[src/rtl/mem_port_arbiter.sv]
// Arbitrates one single-port memory between instruction fetch and load/store, tracking one read.
// Optional fetch starvation guard enabled by defining ARB_STARVE_GUARD_EN.
module mem_port_arbiter #(
  parameter int unsigned ADDR_W     = 32,
  parameter int unsigned DATA_W     = 32,
  parameter int unsigned MEM_LAT    = 1,
  parameter int unsigned STARVE_MAX = 4
) (
  input  logic              clk_i,
  input  logic              rst_ni,
  input  logic              if_req_i,
  input  logic [ADDR_W-1:0] if_addr_i,
  output logic              if_gnt_o,
  output logic              if_rvalid_o,
  output logic [DATA_W-1:0] if_rdata_o,
  input  logic              d_req_i,
  input  logic              d_we_i,
  input  logic [ADDR_W-1:0] d_addr_i,
  input  logic [DATA_W-1:0] d_wdata_i,
  output logic              d_gnt_o,
  output logic              d_rvalid_o,
  output logic [DATA_W-1:0] d_rdata_o,
  output logic              mem_en_o,
  output logic              mem_we_o,
  output logic [ADDR_W-1:0] mem_addr_o,
  output logic [DATA_W-1:0] mem_wdata_o,
  input  logic [DATA_W-1:0] mem_rdata_i,
  output logic              busy_o
);

  if (MEM_LAT < 1 || MEM_LAT > 4) begin : gen_bad_lat
    $error("MEM_LAT must be 1..4");
  end
  if (STARVE_MAX < 1 || STARVE_MAX > 15) begin : gen_bad_starve
    $error("STARVE_MAX must be 1..15");
  end

  typedef enum logic [0:0] {StIdle, StRdWait} state_e;
  typedef enum logic [0:0] {OwnFetch, OwnData} owner_e;

  state_e     state_q, state_d;
  owner_e     owner_q, owner_d;
  logic [1:0] cnt_q, cnt_d;

  logic eligible, ret_cycle, if_gnt, d_gnt, rd_gnt, starve_force;

  // Outputs are forced low while reset is held, even combinational grants.
  assign eligible  = rst_ni && ((state_q == StIdle) || (cnt_q == 2'd0));
  assign ret_cycle = (state_q == StRdWait) && (cnt_q == 2'd0);

`ifdef ARB_STARVE_GUARD_EN
  logic [3:0] starve_q, starve_d;

  assign starve_force = if_req_i && (starve_q >= 4'(STARVE_MAX));

  always_comb begin
    starve_d = starve_q;
    if (if_gnt) begin
      starve_d = 4'd0;
    end else if (if_req_i && d_gnt) begin
      starve_d = starve_q + 4'd1;
    end
  end

  always_ff @(posedge clk_i or negedge rst_ni) begin
    if (!rst_ni) begin
      starve_q <= 4'd0;
    end else begin
      starve_q <= starve_d;
    end
  end
`else
  assign starve_force = 1'b0;
`endif

  assign d_gnt  = eligible && d_req_i && !starve_force;
  assign if_gnt = eligible && if_req_i && !d_gnt;
  assign rd_gnt = if_gnt || (d_gnt && !d_we_i);

  always_comb begin
    state_d = state_q;
    owner_d = owner_q;
    cnt_d   = cnt_q;
    if (rd_gnt) begin
      state_d = StRdWait;
      owner_d = d_gnt ? OwnData : OwnFetch;
      cnt_d   = 2'(MEM_LAT - 1);
    end else if (state_q == StRdWait) begin
      if (cnt_q == 2'd0) begin
        state_d = StIdle;
      end else begin
        cnt_d = cnt_q - 2'd1;
      end
    end
  end

  always_ff @(posedge clk_i or negedge rst_ni) begin
    if (!rst_ni) begin
      state_q <= StIdle;
      owner_q <= OwnFetch;
      cnt_q   <= 2'd0;
    end else begin
      state_q <= state_d;
      owner_q <= owner_d;
      cnt_q   <= cnt_d;
    end
  end

  always_comb begin
    if_gnt_o    = if_gnt;
    d_gnt_o     = d_gnt;
    mem_en_o    = if_gnt || d_gnt;
    mem_we_o    = d_gnt && d_we_i;
    mem_addr_o  = '0;
    mem_wdata_o = '0;
    if (d_gnt) begin
      mem_addr_o  = d_addr_i;
      mem_wdata_o = d_wdata_i;
    end else if (if_gnt) begin
      mem_addr_o = if_addr_i;
    end
    if_rvalid_o = ret_cycle && (owner_q == OwnFetch);
    d_rvalid_o  = ret_cycle && (owner_q == OwnData);
    if_rdata_o  = if_rvalid_o ? mem_rdata_i : '0;
    d_rdata_o   = d_rvalid_o ? mem_rdata_i : '0;
    busy_o      = (state_q == StRdWait);
  end

endmodule

[config.mk]
export PLATFORM = sky130hd
export DESIGN_NAME = mem_port_arbiter
export DESIGN_NICKNAME = d
export VERILOG_FILES = /design/src/rtl/mem_port_arbiter.sv
export SDC_FILE = /design/constraint.sdc
export NUM_CORES = 1
export LEC_CHECK = 0
export ABC_AREA = 1
export BUFFER_PORTS_ARGS = -buffer_cell sky130_fd_sc_hd__buf_2
export CORE_AREA = 2 2 104 106
export CTS_CLUSTER_SIZE = 25
export DETAILED_ROUTE_END_ITERATION = 8
export DIE_AREA = 0 0 106 108
export GPL_TIMING_DRIVEN = 0
export PLACE_DENSITY_LB_ADDON = 0.05
export SETUP_SLACK_MARGIN = 0.3
export SYNTH_ARGS = -nofsm -noshare
export SYNTH_HDL_FRONTEND = slang
export SYNTH_SLANG_ARGS = --single-unit
[constraint.sdc]
create_clock -name clk_i -period 2.3 [get_ports clk_i]
set_input_delay 0.345 -clock clk_i [delete_from_list [all_inputs] [get_ports clk_i]]
set_output_delay 0.345 -clock clk_i [all_outputs]
set_load 0.03 [all_outputs]
==> results of run 1 <==
metrics by stage:
stage	hold WS [ps]	power [mW]	setup slack, ps
finish	476.5	0.9134	289.9
global route	491.7	0.9844	196.0
CTS	470.4	0.9131	260.0
detailed placement	203.6	0.6992	340.6
global placement	200.4	0.6989	356.3
floorplan	49.41	0.4503	484.7
cell families (layout without fill, tap and decap cells):
| logic type | Yosys count | count (layout) | synth area share [%] |
|---|---|---|---|
| flops | 4 | 4 | 7.512 |
| simple gates | 206 | 206 | 61.69 |
| buf+inv | 89 | 372 | 28.07 |
| xor+xnor | 1 | 1 | 0.6574 |
| fa+ha+maj | 1 | 1 | 0.9388 |
| compound gates | 3 | 3 | 1.126 |
timing repair:
| item | 4_1_cts | 5_1_grt |
|---|---|---|
| pin swaps | 2 | 1 |
| hold buffers | 1 | 0 |
| hold endpoints to repair | 4 | 0 |
| setup endpoints to repair | 124 | 123 |
| gates cloned | 2 | 1 |
| resized for setup | 80 | 25 |
| setup buffers | 8 | 1 |
final cells by class:
| class | instances | share of cell area (%) |
|---|---|---|
| Inverter | 74 | 8.613 |
| Multi-Input combinational cell | 211 | 26.60 |
| Sequential cell | 4 | 3.049 |
| Buffer | 15 | 4.078 |
| Timing Repair Buffer | 280 | 51.22 |
| Clock buffer | 3 | 1.258 |
| Tap cell | 136 | 5.183 |
cells in the final DEF, fill, tap and decap left out:
cell / Yosys / final
clkbuf_16: 0 / 1
xor2_1: 1 / 1
inv_1: 72 / 70
nor2_4: 1 / 1
nand3_1: 3 / 3
nand3_4: 2 / 2
dfrtp_1: 4 / 4
o21ai_0: 3 / 3
clkbuf_8: 0 / 3
nor2_1: 99 / 99
clkbuf_4: 0 / 6
buf_12: 0 / 1
buf_8: 0 / 1
buf_6: 3 / 37
nand2_2: 0 / 1
nand2_4: 1 / 1
nand4_1: 1 / 1
inv_6: 0 / 1
dlygate4sd3_1: 0 / 1
nand2_1: 99 / 98
buf_4: 3 / 17
inv_2: 1 / 3
ha_4: 0 / 1
buf_2: 3 / 231
state kept, by name, summed over array words and instances, names as in the netlist:
signal,cells
busy_o,1
cnt_q,2
owner_q,1
layer usage:
| metal | part of all wire [%] | wire length, µm | vias up | global-route usage (%) |
|---|---|---|---|---|
| li1 | - | - | 1402 | - |
| met1 | 33 | 2347 | 1093 | 10.46 |
| met2 | 56 | 4025 | 152 | 23.78 |
| met3 | 10 | 756 | 8 | 2.291 |
| met4 | 1.2 | 88 | 0 | 3.853 |
| met5 | 0 | 0 | - | 0 |
power by group:
| part | total [mW] | internal (mW) | switching [mW] |
|---|---|---|---|
| Clock | 0.145 | 0.111 | 0.0340 |
| Sequential | 0.0781 | 0.0748 | 0.00323 |
| Combinational | 0.690 | 0.267 | 0.423 |
| Total | 0.913 | 0.453 | 0.461 |
worst min-delay path: cells and delay by family:
family,cells,cell delay (ps)
buffers and inverters,1,120
AND/OR/NAND/NOR,2,170
how the worst max path moves through the flow:
stage,start,endpoint,slack (ps),depth (start not counted)
finish,cnt_q[1],mem_addr_o[30],290,11
global route,cnt_q[1],mem_addr_o[30],200,11
CTS,cnt_q[1],mem_addr_o[2],260,11
detailed placement,cnt_q[0],mem_addr_o[9],340,10
global placement,cnt_q[0],mem_addr_o[3],360,10
floorplan,cnt_q[0],mem_wdata_o[15],480,7
==> out/qor_table.md, run 1 <==
| Quantity | This run | Unit |
|---|---|---|
| Outcome | complete, no violations | - |
| Time the worst path needs with I/O delays and setup | 2010 | ps |
| Number of input and output port buffers inserted | 267 | - |
| Area occupied by multi-input gates | 873.3 | µm² |
| Final cell count without fillers | 723 | - |
| Pin count of the biggest net entering global routing | 11 | - |
| Series of cell instances along the critical path | inv_2 > ha_4 > inv_2 > nand2_4 > nand3_4 > nor2_4 > buf_12 > buf_4 > nand2_1 > nand2_1 > buf_6 | - |
| Reg2reg path depth | 8 | - |
| Drc violations | 0 | - |
| Setup crit start kind | register | - |
| Total setup violations reported at the end of the flow | 0 | - |
| Slowest cell on the critical path | dfrtp_1 | - |
| Top_reg_cell synth | dfrtp_1 | - |
| TritonCTS Buffers | 3 | - |
| Distinct cell type count after synthesis | 18 | - |
| Weighted congestion at the end of routability-driven global placement | 0.7282 | - |
| Post-synthesis area per instance | 4.383 | µm² |
| Buffer cell driving the clock tree root | clkbuf_8 | - |
| Cell row count | 37 | - |
| LEAKAGE | 2.408 | nW |
| CP bufs+invs | 5 | - |
| Number of clock sinks | 4 | - |
| Rel. slew slack | 81.61 | % |
| Per-cell routed wire length | 9.982 | µm |
| Starting Density | 13.02 | % |
| CP peak stage delay | 370 | ps |
| Area added between synthesis and finish | 146.4 | % |
| Maximum clock path buffer count | 2 | - |
| Slew at the pin with the worst max-slew slack | 272.9 | ps |
| Hpwl dp | 5.990 | mm |
| Sort of element at the end of the critical path | output port | - |
| Worst EP arrival | 1670 | ps |
| Main area contributors after synthesis | nand2_1, nor2_1, inv_1, dfrtp_1, nand3_4 | - |
| Final Cycle Share | 87.39 | % |
| Unrepaired setup endpoints after global routing | yes | - |
| P per Cell Area | 278.2 | nW/µm² |
| CTS H-tree lvls | 1 | - |
| Reg-to-reg critical path endpoint | cnt_q[1] | - |
| Placed Area | 2839 | µm² |
| Cell type contributing the most total cell area after synthesis | nand2_1 | - |
| Number of search-and-repair iterations in the first detailed-routing pass | 4 | - |
| Worst Hold Class | in -> reg | - |
| Ant. Diodes | 0 | - |
| Maximum net fanout on the critical path | 9 | - |
| Syn_nets | 438 | - |
| Final std cell area, no fill | 3283 | µm² |
| Total instance count after detailed placement | 707 | - |
| Number of inserted filler cells in the final layout | 1,171 | - |
| CTS tree | yes | - |
| Post-synthesis sequential element count | 4 | - |
| Vias | 2,655 | - |
| 1st-iter DRT viols | 138 | - |
| Maximum vdd drop | 0.00008631 | V |
| Maximum operating frequency | 497.5 | MHz |
| Final core area utilization | 32.09 | % |
| Number of global-route vias before repair | 2,438 | - |
| Number of nets still failing antenna checks after routing | 0 | - |
| Number of vias per cell | 3.672 | - |
| Hold Path Stages | 3 | - |
| DRT Wirelength | 7.217 | mm |
| Async S/R FF share, synth | 100.0 | % |
| Vertical extent of the die | 108 | µm |
| Die area | 11,450 | µm² |
| Count of final max-slew check failures | 0 | - |
| Gr usage total | 11.22 | % |
| Register Area | 100.1 | µm² |
| Setup TNS after final layout | 0 | ps |
| Die span in x | 106 | µm |
| Type of the worst setup path | reg -> out | - |
| Number of enable flip-flop cells after synthesis | 0 | - |
| I/O pin count | 268 | - |
| Final nets | 723 | - |
| Endpoint required time on the critical path | 1960 | ps |
| Seq/Total Area, Yosys | 7.512 | % |
| Gate count after technology mapping | 304 | - |
| Worst-case clock skew | 0.2791 | ps |
| Top-area cell type share of the netlist area | 27.89 | % |
| Antenna violations before repair | 0 | - |
| Grt ovf | 0 | - |
| Wire length of the first global-routing pass | 10.66 | mm |
| Mapped cell area | 1333 | µm² |
| Minimum setup slack among reg-to-reg paths | 850 | ps |
| Synthesis warning total | 0 | - |
| Core ar. | 10,230 | µm² |
| Share of final-layout standard cells stronger than drive strength 1 | 52.30 | % |
| Startpoint of the tightest hold check path | if_req_i | - |
| Kind of cell adding the most delay to the critical path | buffers and inverters | - |
| Commonest cells in the netlist | nand2_1, nor2_1, inv_1 | - |
| Clock insertion delay at the later pin of the skew report | 210 | ps |
| Launch instance of the worst register-to-register path | cnt_q[1] | - |
| Clock transition at the registers of the reported paths | 30 | ps |
| Number of endpoints with negative hold slack in the final report | 0 | - |
| Number of max-cap violations | 0 | - |
| WHS Endpoint | busy_o | - |
Power figures use the tool's default switching activity.
==> run 2, diff against run 1 <==
--- a/config.mk
+++ b/config.mk
@@ -7,10 +7,12 @@
 export LEC_CHECK = 0
 export ABC_AREA = 1
 export BUFFER_PORTS_ARGS = -buffer_cell sky130_fd_sc_hd__buf_2
-export CORE_AREA = 2 2 104 106
+export CORE_AREA = 2 2 105 107
+export CTS_BUF_LIST = sky130_fd_sc_hd__clkbuf_4 sky130_fd_sc_hd__clkbuf_8
+export CTS_CLUSTER_DIAMETER = 60
 export CTS_CLUSTER_SIZE = 25
 export DETAILED_ROUTE_END_ITERATION = 8
-export DIE_AREA = 0 0 106 108
+export DIE_AREA = 0 0 107 109
 export GPL_TIMING_DRIVEN = 0
 export PLACE_DENSITY_LB_ADDON = 0.05
 export SETUP_SLACK_MARGIN = 0.3
==> run 2 against run 1 <==
Combinational power is 6.7% higher. Critical path type unchanged. Worst setup slack worse by 44 ps. Critical path depth did not move. Sequential power hardly changed. Utilization is 1.6 points higher. Clock skew up 2.5 ps.
==> out/qor_table.md, run 2 (synthesis gave the netlist of run 1 again) <==
| Quantity | This run | Unit |
|---|---|---|
| Clock insertion delay at the later pin of the skew report | 220 | ps |
| Count of final max-slew check failures | 0 | - |
| Setup TNS after final layout | 0 | ps |
| Maximum vdd drop | 0.00007574 | V |
| Number of global-route vias before repair | 2,320 | - |
| Maximum operating frequency | 486.7 | MHz |
| Number of input and output port buffers inserted | 267 | - |
| P per Cell Area | 268.9 | nW/µm² |
| Wire length of the first global-routing pass | 10.40 | mm |
| Setup crit start kind | register | - |
| Pin count of the biggest net entering global routing | 11 | - |
| Maximum net fanout on the critical path | 6 | - |
| Final Cycle Share | 89.33 | % |
| Number of search-and-repair iterations in the first detailed-routing pass | 4 | - |
| Buffer cell driving the clock tree root | clkbuf_8 | - |
| Number of vias per cell | 3.702 | - |
| Vertical extent of the die | 109 | µm |
| Clock transition at the registers of the reported paths | 30 | ps |
| Final nets | 731 | - |
| Power Total | 0.9620 | mW |
| Endpoint required time on the critical path | 1960 | ps |
| Part of the power in combinational logic | 76.5 | % |
| Die span in x | 107 | µm |
| Layer carrying the most global-route usage | met2 | - |
| Number of clock sinks | 4 | - |
| I/O pin count | 268 | - |
| Total instance count after detailed placement | 711 | - |
| Reg2reg path depth | 8 | - |
| Die area | 11,660 | µm² |
| Series of cell instances along the critical path | inv_2 > ha_4 > inv_2 > nand2_4 > nand3_4 > nor2_4 > buf_6 > clkbuf_16 > nand2_2 > nand2_2 > buf_6 | - |
| Starting Density | 12.57 | % |
| Final cell count without fillers | 735 | - |
| Slowest cell on the critical path | dfrtp_1 | - |
| Int Power | 0.4776 | mW |
| Final std cell area, no fill | 3577 | µm² |
| Share of total power consumed by net switching | 50.35 | % |
| CP peak stage delay | 380 | ps |
| Kind of cell adding the most delay to the critical path | buffers and inverters | - |
| DRT Wirelength | 7.460 | mm |
| Most frequent standard cell in the layout excluding fill and tap cells | buf_2 | - |
| Cell row count | 38 | - |
| Unrepaired setup endpoints after global routing | yes | - |
| Total setup violations reported at the end of the flow | 0 | - |
| Outcome | complete, no violations | - |
| Ant. Diodes | 0 | - |
| Sort of element at the end of the critical path | output port | - |
| Drc violations | 0 | - |
| Weighted congestion at the end of routability-driven global placement | 0.6550 | - |
| Hold Path Stages | 4 | - |
| Met2 usage | 23.98 | % |
| CTS tree | yes | - |
| Share of final-layout standard cells stronger than drive strength 1 | 60.17 | % |
| Maximum clock path buffer count | 2 | - |
| Sequential cell fraction of total power | 8.1 | % |
| Slew at the pin with the worst max-slew slack | 299.0 | ps |
| Clock power frac | 15.4 | % |
| Number of max-cap violations | 0 | - |
| Hpwl dp | 6.069 | mm |
| TritonCTS Buffers | 3 | - |
| Met1 demand-to-capacity share in global routing | 10.07 | % |
| Sw power | 0.4844 | mW |
| CTS H-tree lvls | 1 | - |
| Area added between synthesis and finish | 168.5 | % |
| Antenna violations before repair | 0 | - |
| Worst Hold Class | in -> reg | - |
| Worst EP arrival | 1710 | ps |
| Met3 usage | 2.570 | % |
| Number of endpoints with negative hold slack in the final report | 0 | - |
| Time the worst path needs with I/O delays and setup | 2055 | ps |
| Register name with the most flops | cnt_q | - |
| Gr usage total | 10.99 | % |
| Placed Area | 2844 | µm² |
| Worst-case clock skew | 2.807 | ps |
| Number of nets still failing antenna checks after routing | 0 | - |
| Critical Path Stages | 11 | - |
| Vias | 2,721 | - |
| Type of the worst setup path | reg -> out | - |
| Rel. slew slack | 80.01 | % |
| 1st-iter DRT viols | 76 | - |
| Core ar. | 10,600 | µm² |
| Leading cell types in the layout, fill and taps excluded | buf_2, nor2_1, inv_1 | - |
| Grt ovf | 0 | - |
| LEAKAGE | 2.534 | nW |
| CP bufs+invs | 5 | - |
| Per-cell routed wire length | 10.15 | µm |
| Number of flip-flops under the largest register name | 2 | - |
-- run 2: cell types whose count changed in the layout (fill, tap and decap cells not counted), sizes merged --
cell    change
clkbuf      +4
buf         +4
-- run 2: final cells by class --
type                            count  area, µm²
Clock buffer                        3      41.29
Inverter                           74      285.3
Sequential cell                     4      100.1
Buffer                             15      142.6
Fill cell                        1191       7025
Multi-Input combinational cell    211       1026
Timing Repair Buffer              288       1807
Tap cell                          140      175.2
-- run 2: timing repair --
| action | CTS | global route |
|---|---|---|
| gates cloned | 2 | 2 |
| pin swaps | 9 | 24 |
| gates resized for setup | 88 | 96 |
| setup endpoints to repair | 124 | 125 |
| hold buffers | 1 | 0 |
| buffers inserted | 7 | 9 |
| endpoints found under the hold margin | 4 | 0 |
-- run 2: power groups by stage --
stage | clock [mW] | sequential, mW | combinational, mW
after floorplan | 0 | 0.0807 | 0.370
after global placement | 0 | 0.0786 | 0.622
after detailed placement | 0 | 0.0787 | 0.623
after CTS | 0.151 | 0.0779 | 0.685
after global routing | 0.160 | 0.0784 | 0.794
final | 0.148 | 0.0778 | 0.736
-- run 2: through the flow --
| stage | hold WS [ps] | worst slack, ps | utilization (%) |
|---|---|---|---|
| floorplan | 49.41 | 484.7 | - |
| global placement | 202.4 | 339.0 | 26.82 |
| detailed placement | 207.1 | 310.6 | 26.82 |
| CTS | 471.9 | 234.8 | 30.27 |
| global route | 504.1 | 146.1 | 33.74 |
| finish | 473.5 | 245.5 | 33.74 |
-- run 2: metal layers --
metal  share of wire, %  wire length (µm)
met1                 32              2356
met2                 57              4286
met4               0.46                34
met5                  0                 0
met3                 10               783
-- run 2: worst paths after layout --
| kind | from | to | slack (ps) |
|---|---|---|---|
| worst max-delay path | cnt_q[0] | mem_addr_o[9] | 250 |
| worst min-delay path | d_we_i | busy_o | 470 |
| worst max register to register | cnt_q[0] | cnt_q[0] | 820 |
| worst min register to register | owner_q | owner_q | 570 |
| max in group asynchronous | rst_ni | busy_o | 1530 |
| min in group asynchronous | rst_ni | cnt_q[0] | 600 |
-- run 2: worst register-to-register path, stage by stage, from the launching register on --
cell and delay (ps):
dfrtp_1 380, inv_2 70, ha_4 140, inv_2 40, nand2_4 90, nand3_4 140
buf_4 180, o21ai_0 250, nor2_1 70
